$ cat config.mk
export PLATFORM = sky130hd
export DESIGN_NAME = multicycle_ctrl
export DESIGN_NICKNAME = d
export VERILOG_FILES = /design/src/rtl/multicycle_ctrl.sv
export SDC_FILE = /design/constraint.sdc
export NUM_CORES = 1
export LEC_CHECK = 0
export CELL_PAD_IN_SITES_DETAIL_PLACEMENT = 1
export CELL_PAD_IN_SITES_GLOBAL_PLACEMENT = 1
export CORE_MARGIN = 2
export CORE_UTILIZATION = 23
export DETAILED_ROUTE_END_ITERATION = 8
export PLACE_DENSITY = 0.88
export REMOVE_ABC_BUFFERS = 1
export SYNTH_ARGS = -nofsm -noshare
export SYNTH_HDL_FRONTEND = slang
export SYNTH_SLANG_ARGS = --single-unit
export TNS_END_PERCENT = 20
$ cat constraint.sdc
create_clock -name CLK -period 3 [get_ports CLK]
set_clock_uncertainty 0.2 [all_clocks]
set_input_delay 0.6 -clock CLK [delete_from_list [all_inputs] [get_ports CLK]]
set_output_delay 0.6 -clock CLK [all_outputs]
set_load 0.01 [all_outputs]
$ cat src/rtl/multicycle_ctrl.sv
// multicycle_ctrl: control FSM for the lab4 multi-cycle RV32I CPU.
// Steps each instruction through IF/ID/EX/MEM/WB, producing the holding
// register write enables, register-file write, memory requests and the
// datapath mux selects as Mealy outputs of state, opcode and status flags.
// Optional feature macro: MC_PERF_CNT_EN (retired-instruction counter on
// NUM_INST). Without it NUM_INST is tied to zero and no counter flops exist.
module multicycle_ctrl #(
   parameter int unsigned WAIT_MAX = 15,
   parameter int unsigned CNT_W    = 32
) (
   input  logic             CLK,
   input  logic             RST,
   input  logic [31:0]      INSTR,
   input  logic             I_MEM_RDY,
   input  logic             D_MEM_RDY,
   input  logic             BR_TAKEN,
   input  logic             HALT_REQ,
   output logic             PC_WREN,
   output logic             IR_WREN,
   output logic             AB_WREN,
   output logic             ALUOUT_WREN,
   output logic             MDR_WREN,
   output logic             RF_WE,
   output logic             I_MEM_REQ,
   output logic             D_MEM_REQ,
   output logic             D_MEM_WE,
   output logic [1:0]       ALU_SRC_A,
   output logic [1:0]       ALU_SRC_B,
   output logic [1:0]       PC_SRC,
   output logic [1:0]       WB_SEL,
   output logic [2:0]       STATE,
   output logic             HALT,
   output logic             ERR,
   output logic [CNT_W-1:0] NUM_INST
);

   // Wait counter must hold WAIT_MAX and is never narrower than 4 bits.
   localparam int unsigned WAIT_W = (WAIT_MAX < 32'd16) ? 4 : $clog2(WAIT_MAX + 1);
   localparam logic [WAIT_W-1:0] WAIT_LIMIT = WAIT_W'(WAIT_MAX);

   localparam logic [6:0] OPC_LUI    = 7'b0110111;
   localparam logic [6:0] OPC_AUIPC  = 7'b0010111;
   localparam logic [6:0] OPC_JAL    = 7'b1101111;
   localparam logic [6:0] OPC_JALR   = 7'b1100111;
   localparam logic [6:0] OPC_BRANCH = 7'b1100011;
   localparam logic [6:0] OPC_LOAD   = 7'b0000011;
   localparam logic [6:0] OPC_STORE  = 7'b0100011;
   localparam logic [6:0] OPC_OPIMM  = 7'b0010011;
   localparam logic [6:0] OPC_OP     = 7'b0110011;

   typedef enum logic [2:0] {
      S_IF   = 3'd0,
      S_ID   = 3'd1,
      S_EX   = 3'd2,
      S_MEM  = 3'd3,
      S_WB   = 3'd4,
      S_HALT = 3'd5
   } state_t;

   state_t            state_q, state_d;
   logic              err_q, err_d;
   logic [WAIT_W-1:0] wait_q, wait_d;
   logic [6:0]        opcode_s;
   logic              unused_instr_s;

   assign opcode_s       = INSTR[6:0];
   // Only the opcode field steers control; the rest of IR belongs to the datapath.
   assign unused_instr_s = ^INSTR[31:7];

   // Next-state, fault tracking and Mealy output decode; everything forced to 0 in reset.
   always_comb begin
      state_d     = state_q;
      err_d       = err_q;
      wait_d      = {WAIT_W{1'b0}};
      PC_WREN     = 1'b0;
      IR_WREN     = 1'b0;
      AB_WREN     = 1'b0;
      ALUOUT_WREN = 1'b0;
      MDR_WREN    = 1'b0;
      RF_WE       = 1'b0;
      I_MEM_REQ   = 1'b0;
      D_MEM_REQ   = 1'b0;
      D_MEM_WE    = 1'b0;
      ALU_SRC_A   = 2'd0;
      ALU_SRC_B   = 2'd0;
      PC_SRC      = 2'd0;
      WB_SEL      = 2'd0;
      STATE       = 3'd0;
      HALT        = 1'b0;
      ERR         = 1'b0;
      if (RST) begin
         // Flops clear on the next edge; outputs stay quiet meanwhile.
         state_d = S_IF;
         err_d   = 1'b0;
      end else begin
         STATE = state_q;
         ERR   = err_q;
         case (state_q)
            S_IF: begin
               I_MEM_REQ = 1'b1;
               if (I_MEM_RDY) begin
                  IR_WREN = 1'b1;
                  state_d = S_ID;
               end else if (wait_q == WAIT_LIMIT) begin
                  state_d = S_HALT;
                  err_d   = 1'b1;
               end else begin
                  wait_d = wait_q + WAIT_W'(1);
               end
            end
            S_ID: begin
               AB_WREN = 1'b1;
               if (HALT_REQ) begin
                  state_d = S_HALT;
                  err_d   = 1'b0;
               end else begin
                  case (opcode_s)
                     OPC_LUI, OPC_AUIPC, OPC_JAL, OPC_JALR, OPC_BRANCH,
                     OPC_LOAD, OPC_STORE, OPC_OPIMM, OPC_OP: state_d = S_EX;
                     default: begin
                        state_d = S_HALT;
                        err_d   = 1'b1;
                     end
                  endcase
               end
            end
            S_EX: begin
               ALUOUT_WREN = 1'b1;
               case (opcode_s)
                  OPC_LUI: begin
                     ALU_SRC_A = 2'd2;
                     ALU_SRC_B = 2'd1;
                     state_d   = S_WB;
                  end
                  OPC_AUIPC, OPC_JAL: begin
                     ALU_SRC_A = 2'd1;
                     ALU_SRC_B = 2'd1;
                     state_d   = S_WB;
                  end
                  OPC_JALR, OPC_OPIMM: begin
                     ALU_SRC_B = 2'd1;
                     state_d   = S_WB;
                  end
                  OPC_LOAD, OPC_STORE: begin
                     ALU_SRC_B = 2'd1;
                     state_d   = S_MEM;
                  end
                  OPC_OP: begin
                     state_d = S_WB;
                  end
                  OPC_BRANCH: begin
                     PC_WREN = 1'b1;
                     PC_SRC  = BR_TAKEN ? 2'd1 : 2'd0;
                     state_d = S_IF;
                  end
                  default: begin
                     // IR changed under us after decode: stop rather than guess.
                     state_d = S_HALT;
                     err_d   = 1'b1;
                  end
               endcase
            end
            S_MEM: begin
               D_MEM_REQ = 1'b1;
               D_MEM_WE  = (opcode_s == OPC_STORE);
               if (D_MEM_RDY) begin
                  if (opcode_s == OPC_STORE) begin
                     PC_WREN = 1'b1;
                     state_d = S_IF;
                  end else begin
                     MDR_WREN = 1'b1;
                     state_d  = S_WB;
                  end
               end else if (wait_q == WAIT_LIMIT) begin
                  state_d = S_HALT;
                  err_d   = 1'b1;
               end else begin
                  wait_d = wait_q + WAIT_W'(1);
               end
            end
            S_WB: begin
               RF_WE   = 1'b1;
               PC_WREN = 1'b1;
               state_d = S_IF;
               case (opcode_s)
                  OPC_LOAD: WB_SEL = 2'd1;
                  OPC_JAL: begin
                     WB_SEL = 2'd2;
                     PC_SRC = 2'd1;
                  end
                  OPC_JALR: begin
                     WB_SEL = 2'd2;
                     PC_SRC = 2'd2;
                  end
                  default: WB_SEL = 2'd0;
               endcase
            end
            S_HALT: begin
               HALT = 1'b1;
            end
            default: begin
               state_d = S_HALT;
               err_d   = 1'b1;
            end
         endcase
      end
   end

   // State, fault flag and wait counter registers with synchronous reset.
   always_ff @(posedge CLK) begin
      if (RST) begin
         state_q <= S_IF;
         err_q   <= 1'b0;
         wait_q  <= {WAIT_W{1'b0}};
      end else begin
         state_q <= state_d;
         err_q   <= err_d;
         wait_q  <= wait_d;
      end
   end

`ifdef MC_PERF_CNT_EN
   logic [CNT_W-1:0] num_inst_q, num_inst_d;

   // Retired-instruction count: one per PC write, saturating at all-ones.
   always_comb begin
      num_inst_d = num_inst_q;
      if (PC_WREN && (num_inst_q != {CNT_W{1'b1}})) begin
         num_inst_d = num_inst_q + CNT_W'(1);
      end else begin
         num_inst_d = num_inst_q;
      end
   end

   // Retired-instruction counter register.
   always_ff @(posedge CLK) begin
      if (RST) begin
         num_inst_q <= {CNT_W{1'b0}};
      end else begin
         num_inst_q <= num_inst_d;
      end
   end

   assign NUM_INST = RST ? {CNT_W{1'b0}} : num_inst_q;
`else
   assign NUM_INST = {CNT_W{1'b0}};
`endif

endmodule

==> impl_metrics.yaml, run 1 <==
status:
  status: "finished clean"
detailed_routing:
  drt_pass1_iterations: 4
  route.final.wire_length_um: 3680
  drc: 0
  routed_via_count: 1259
  routedWlPerCell_um: 12.7
  route.detailed.vias_per_inst: 4.33
  drtAntennaViolNets: 0
  drt_first_iter_violations: 47
global_route:
  grt_max_degree: 17
  grt_overflow_total: 0
  gr-usage-all-layers: 0.139
  first_global_vias: 1231
  grt_first_pass_wirelength_um: 5830
  initial_antenna_violation_count: 0
sta:
  grt_setup_unrepaired: "yes"
  fmaxAchievable_ghz: 0.339
  post-route-worst-setup-slack_ps: 54.4
  finalMaxSlewViolations: 0
  setup_viol: 0
  layout_min_cycle_time_ps: 2950
  layout_worst_path_cycle_share: 0.982
  report.final.hold_viol_count: 0
final_layout:
  final_layout_size_suffix_gt1_frac: 0.219
  mostFrequentLayoutCells: "sky130_fd_sc_hd__buf_4, sky130_fd_sc_hd__conb_1, sky130_fd_sc_hd__nor2_1"
  antenna-diode-count: 0
  final_common_cell: "sky130_fd_sc_hd__buf_4"
  fin_nets: 265
  final_core_util: 0.361
  flow.area_growth_from_synthesis_pct: 50.7
floorplanning:
  die_height_um: 74.1
  starting_density_of_the_core: 0.239
  number_of_top_level_pins: 92
  die-area_um2: 5490
  fp.coreArea_um2: 4720
  chipWidth_um: 74.1
  row_count: 25
hold_path:
  hp_class: "reg2reg"
  min_from: "wait_q[0]$_SDFF_PP0_"
synthesis:
  ys.warnings.count: 0
  syn_avg_cell_area_um2: 7.03
  synth_ff_type: "sky130_fd_sc_hd__dfxtp_1"
  netlist_area_um2: 1130
  yosysUniqueCellTypes: 45
  post_synthesis_sequential_area_ratio: 0.142
  ffs_latches_synth: 8
  postSynth.asyncResetShare: 0
  synth_edf_count: 0
  synthesis.instances: 161
critical_path:
  setup.worst_path.start_class: "primary input"
  crit_fanout: 3
  worst_r2r_startpoint: "state_q[0]$_SDFFE_PP0P_"
  worst-endpoint-required_ps: 2200
  cp_data_arrival_time_ps: 2150
  setup.worst_path.end_class: "output pin"
  timing.critical_path.from: "INSTR[3]"
  worstSetupPathType: "in2out"
clock_network:
  clk-insertion-delay-late_ps: 220
  worst_setup_hold_path_clk_slew_ps: 40
  cts_hold_repair.buffers: 0
  clk_root_buffer_cell: "sky130_fd_sc_hd__clkbuf_8"
  cts-buffers-inserted: 3
  cts_tree: "built"
  clock_sinks: 8
  cts.path.max_buffers: 2
  h-tree-depth: 1
placement:
  placement.setup.worst_slack_ps: -330
  place_hpwl_um: 3050
  port_buffers: 33
  finalWeightedCongestion: 0.861
run:
  number_of_max_capacitance_violations_reported: 0
power_and_ir_drop:
  max-vdd-ir-drop_mv: 0.134
  p_per_area_nw_per_um2: 265
  p_leak_nw: 0.794
synthesized netlist by cell type (all sizes together) (3+ instances only):
master,instances,share of area
a21oi,5,0.022
nand3,6,0.027
nor2,20,0.066
nor4,3,0.030
nor3,11,0.049
nand2b,3,0.023
inv,5,0.017
buf,39,0.25
nor2b,5,0.028
a2111oi,5,0.062
and3,7,0.039
o21ai,8,0.035
dfxtp,8,0.14
nand2,9,0.030
layout make-up:
type                    count  area [µm²]
inverters                   5        18.8
repair buffers             69         594
multi-input cells         139         806
well taps                  67        83.8
fillers                   603        3020
flip-flops and latches      8         160
clock buffers               3        41.3
stage by stage:
step	instances	setup TNS (ps)	cell area [µm²]	total power [mW]	hold WS (ps)
global route	291	-11.8	1700	0.490	288
CTS	290	-197	1680	0.456	251
floorplan	152	0	961	0.220	218
global placement	285	-1890	1620	0.318	235
finish	291	0	1700	0.452	256
detailed placement	285	-2530	1620	0.325	246
cells by family (layout without fill, tap and decap cells):
group,Yosys count,count (layout),share of synthesized area
other cells,1,33,0.00332
flops,8,8,0.142
simple gates,74,74,0.360
xor+xnor,3,3,0.0232
fa+ha+maj,1,1,0.0111
compound gates,28,28,0.188
buf+inv,46,77,0.273
state kept, by name (all words and copies together), names as in the netlist:
signal   count
err_q        1
state_q      3
wait_q       4
report_power, final:
part           internal [mW]  total (mW)  switching, mW
logic                 0.0929       0.202          0.110
registers              0.115       0.124        0.00906
clock network         0.0866       0.125         0.0386
total                  0.295       0.452          0.157
layer usage:
metal / track usage / part of all wire
met5: 0 / 0
met4: 0.0444 / 0.017
met3: 0.0285 / 0.061
met2: 0.273 / 0.53
met1: 0.146 / 0.39
worst max-delay path, cell delays in order:
cell	delay, ps
sky130_fd_sc_hd__clkdlybuf4s50_1	470
sky130_fd_sc_hd__nor4_4	350
sky130_fd_sc_hd__and3_4	250
sky130_fd_sc_hd__a41oi_1	50
sky130_fd_sc_hd__nor3_1	180
sky130_fd_sc_hd__clkdlybuf4s15_2	250
repair_timing:
action / CTS / global route
setup endpoints to repair: 15 / 5
gates cloned: 0 / 0
pin swaps: 2 / 2
setup buffers: 2 / 1
resized for setup: 18 / 4
path summary, 6_finish.rpt:
check	slack [ps]	to	cells past startpoint
max	50	PC_SRC[0]	6
min	260	wait_q[0]$_SDFF_PP0_	1
max reg2reg	1120	err_q$_SDFFE_PP0P_	5
min reg2reg	260	wait_q[0]$_SDFF_PP0_	1
Note: power is estimated with default switching activity, not from simulation.
==> inputs of run 2 (changes only) <==
--- a/config.mk
+++ b/config.mk
@@ -12,6 +12,7 @@
 export DETAILED_ROUTE_END_ITERATION = 8
 export PLACE_DENSITY = 0.88
 export REMOVE_ABC_BUFFERS = 1
+export SLEW_MARGIN = 30
 export SYNTH_ARGS = -nofsm -noshare
 export SYNTH_HDL_FRONTEND = slang
 export SYNTH_SLANG_ARGS = --single-unit
==> results of run 2 <==
No change in the layout: final DEF, timing and power equal those of run 1.
==> inputs of run 3 (changes only) <==
--- a/config.mk
+++ b/config.mk
@@ -12,7 +12,7 @@
 export DETAILED_ROUTE_END_ITERATION = 8
 export PLACE_DENSITY = 0.88
 export REMOVE_ABC_BUFFERS = 1
-export SLEW_MARGIN = 30
+export SLEW_MARGIN = 15
 export SYNTH_ARGS = -nofsm -noshare
 export SYNTH_HDL_FRONTEND = slang
 export SYNTH_SLANG_ARGS = --single-unit
==> constraint.sdc (replaced) <==
create_clock -name CLK -period 3.74 [get_ports CLK]
set_clock_uncertainty 0.2 [all_clocks]
set_input_delay 0.748 -clock CLK [delete_from_list [all_inputs] [get_ports CLK]]
set_output_delay 0.748 -clock CLK [all_outputs]
set_load 0.01 [all_outputs]
==> run 3 against run 2 <==
Design area is 10% lower. Global-route usage decreased by 1.6 points. Critical path depth fell by 1. Utilization shrank 3.8 points. Via count down 4.0%. Power decreased by 22%. Critical endpoint is now ALU_SRC_B[0]. Largest power group unchanged. Highest routed layer unchanged.
==> impl_metrics.yaml, run 3 (synthesized netlist as in run 1, its figures left out) <==
clock_network:
  cts-buffers-inserted: 3
  worst_setup_hold_path_clk_slew_ps: 40
  ctsResizeCount: 0
  cts_setup_buffers: 0
  cts.path.max_buffers: 2
  h-tree-depth: 1
  clock_sinks: 8
  cts_hold_repair.buffers: 0
  clk_root_buffer_cell: "sky130_fd_sc_hd__clkbuf_8"
  clk-insertion-delay-late_ps: 230
  cts_tree: "built"
hold_path:
  hold-path-endpoint: "wait_q[0]$_SDFF_PP0_"
  holdPathStages: 1
  hp_class: "reg2reg"
  min_from: "wait_q[0]$_SDFF_PP0_"
final_layout:
  antenna-diode-count: 0
  fillers: 602
  flow.area_growth_from_synthesis_pct: 35.0
  multi_input_gate_area_in_the_final_layout_um2: 782
  final_layout_size_suffix_gt1_frac: 0.104
  largest-register: "wait_q"
  largest_register_ff_count: 4
  biggestRegsByFlops: "wait_q (4), state_q (3), err_q (1)"
  layout.area.seq_um2: 160
  fin_nets: 242
  final_cells: 268
  mostFrequentLayoutCells: "sky130_fd_sc_hd__conb_1, sky130_fd_sc_hd__clkdlybuf4s50_1, sky130_fd_sc_hd__nor2_1"
sta:
  finalMaxSlewViolations: 0
  grt_setup_unrepaired: "no"
  finalSetupTns_ps: 0
  layout_min_cycle_time_ps: 3620
  worst_slew_margin_rel: 0.587
  hold_ws_ps: 265
  setup_viol: 0
  fmaxAchievable_ghz: 0.276
  layout_worst_path_cycle_share: 0.969
  worst-slew-pin-transition_ps: 618
  report.final.hold_viol_count: 0
global_route:
  grt_overflow_total: 0
  gr-usage-all-layers: 0.123
  grt_first_pass_wirelength_um: 5350
  first_global_vias: 1150
  grt_max_degree: 20
  initial_antenna_violation_count: 0
detailed_routing:
  routedWlPerCell_um: 12.4
  route.met2.wl_um: 1610
  drtAntennaViolNets: 0
  routed_via_count: 1209
  drc: 0
  drt_pass1_iterations: 4
  wl_met3_um: 248
  drt-met1-wl_um: 1430
  drt_first_iter_violations: 70
  highest_layer: "met4"
  route.detailed.vias_per_inst: 4.51
  route.final.wire_length_um: 3330
floorplanning:
  row_count: 25
  starting_density_of_the_core: 0.239
  die_height_um: 74.1
  chipWidth_um: 74.1
  die-area_um2: 5490
  number_of_top_level_pins: 92
  fp.coreArea_um2: 4720
critical_path:
  worst_case_reg_to_reg_path_depth: 4
  critPathMostFrequentCell: "sky130_fd_sc_hd__clkdlybuf4s50_1"
  worst-endpoint-required_ps: 2790
  crit_family: "buffers and inverters"
  cp_data_arrival_time_ps: 2680
  worstSetupPathType: "in2out"
  worst_r2r_startpoint: "state_q[0]$_SDFFE_PP0P_"
  crit_chain: "clkdlybuf4s50_1 > nand4b_1 > or2_1 > a21boi_0 > clkdlybuf4s50_1"
  reg2reg_slack_ps: 1810
  critical_path.reg2reg.endpoint: "err_q$_SDFFE_PP0P_"
  worstPathBufferInverterCount: 2
  crit_fanout: 8
  crit_path_max_incr_delay_ps: 570
  setup.worst_path.start_class: "primary input"
  setup.worst_path.end_class: "output pin"
  critical_path.slowest_cell: "sky130_fd_sc_hd__clkdlybuf4s50_1"
placement:
  finalWeightedCongestion: 0.835
  port_buffers: 33
  place_hpwl_um: 2740
  dp.cells: 264
power_and_ir_drop:
  max-vdd-ir-drop_mv: 0.0824
  p_per_area_nw_per_um2: 230
  p_leak_nw: 0.611
status:
  status: "finished clean"
run:
  number_of_max_capacitance_violations_reported: 0
run 3: changes by cell type in the layout (fill, tap and decap cells not counted), moves of 2 or more:
cell                              change
sky130_fd_sc_hd__buf_4               -24
sky130_fd_sc_hd__clkdlybuf4s50_1     +14
sky130_fd_sc_hd__dlygate4sd2_1       -10
sky130_fd_sc_hd__dlymetal6s2s_1       -2
run 3: how the worst max path moves through the flow:
stage	startpoint	to	slack, ps	cells past startpoint
global placement	INSTR[4]	ALU_SRC_B[0]	120	5
CTS	INSTR[4]	ALU_SRC_B[0]	50	5
global route	INSTR[4]	PC_SRC[0]	9	6
detailed placement	INSTR[4]	ALU_SRC_B[0]	80	5
floorplan	INSTR[1]	PC_SRC[0]	1060	5
finish	INSTR[4]	ALU_SRC_B[0]	120	5
run 3: report_power, final:
part / switching (mW) / internal [mW] / total [mW]
registers: 0.0122 / 0.0924 / 0.105
logic: 0.0784 / 0.0633 / 0.142
clock network: 0.0348 / 0.0698 / 0.105
run 3: layout make-up:
type                       instances  area share
multi-input combinational        139       0.512
timing repair buffer              46       0.289
sequential                         8       0.105
tap                               67      0.0549
clock buffer                       3      0.0270
inverter                           5      0.0123
run 3: per-stage QoR:
| stage | utilization | instance area, µm² | power (mW) | setup slack, ps |
|---|---|---|---|---|
| 2_1_floorplan | - | 961 | 0.176 | 1060 |
| 3_3_place_gp | 0.313 | 1480 | 0.241 | 117 |
| 3_5_place_dp | 0.313 | 1480 | 0.246 | 78.7 |
| 4_1_cts | 0.322 | 1520 | 0.352 | 50.3 |
| 5_1_grt | 0.323 | 1530 | 0.375 | 8.77 |
| 6_report | 0.323 | 1530 | 0.351 | 116 |
run 3: per-layer routing:
metal,track usage,up-vias
met5,0,-
met3,0.0298,8
met1,0.153,571
li1,-,579
met4,0.0424,0
met2,0.205,51
run 3: worst register-to-register path: cells and delay by family (launching register included):
family | cells | cell delay [ps]
compound gates | 3 | 660
xor+xnor | 1 | 220
flops | 1 | 700
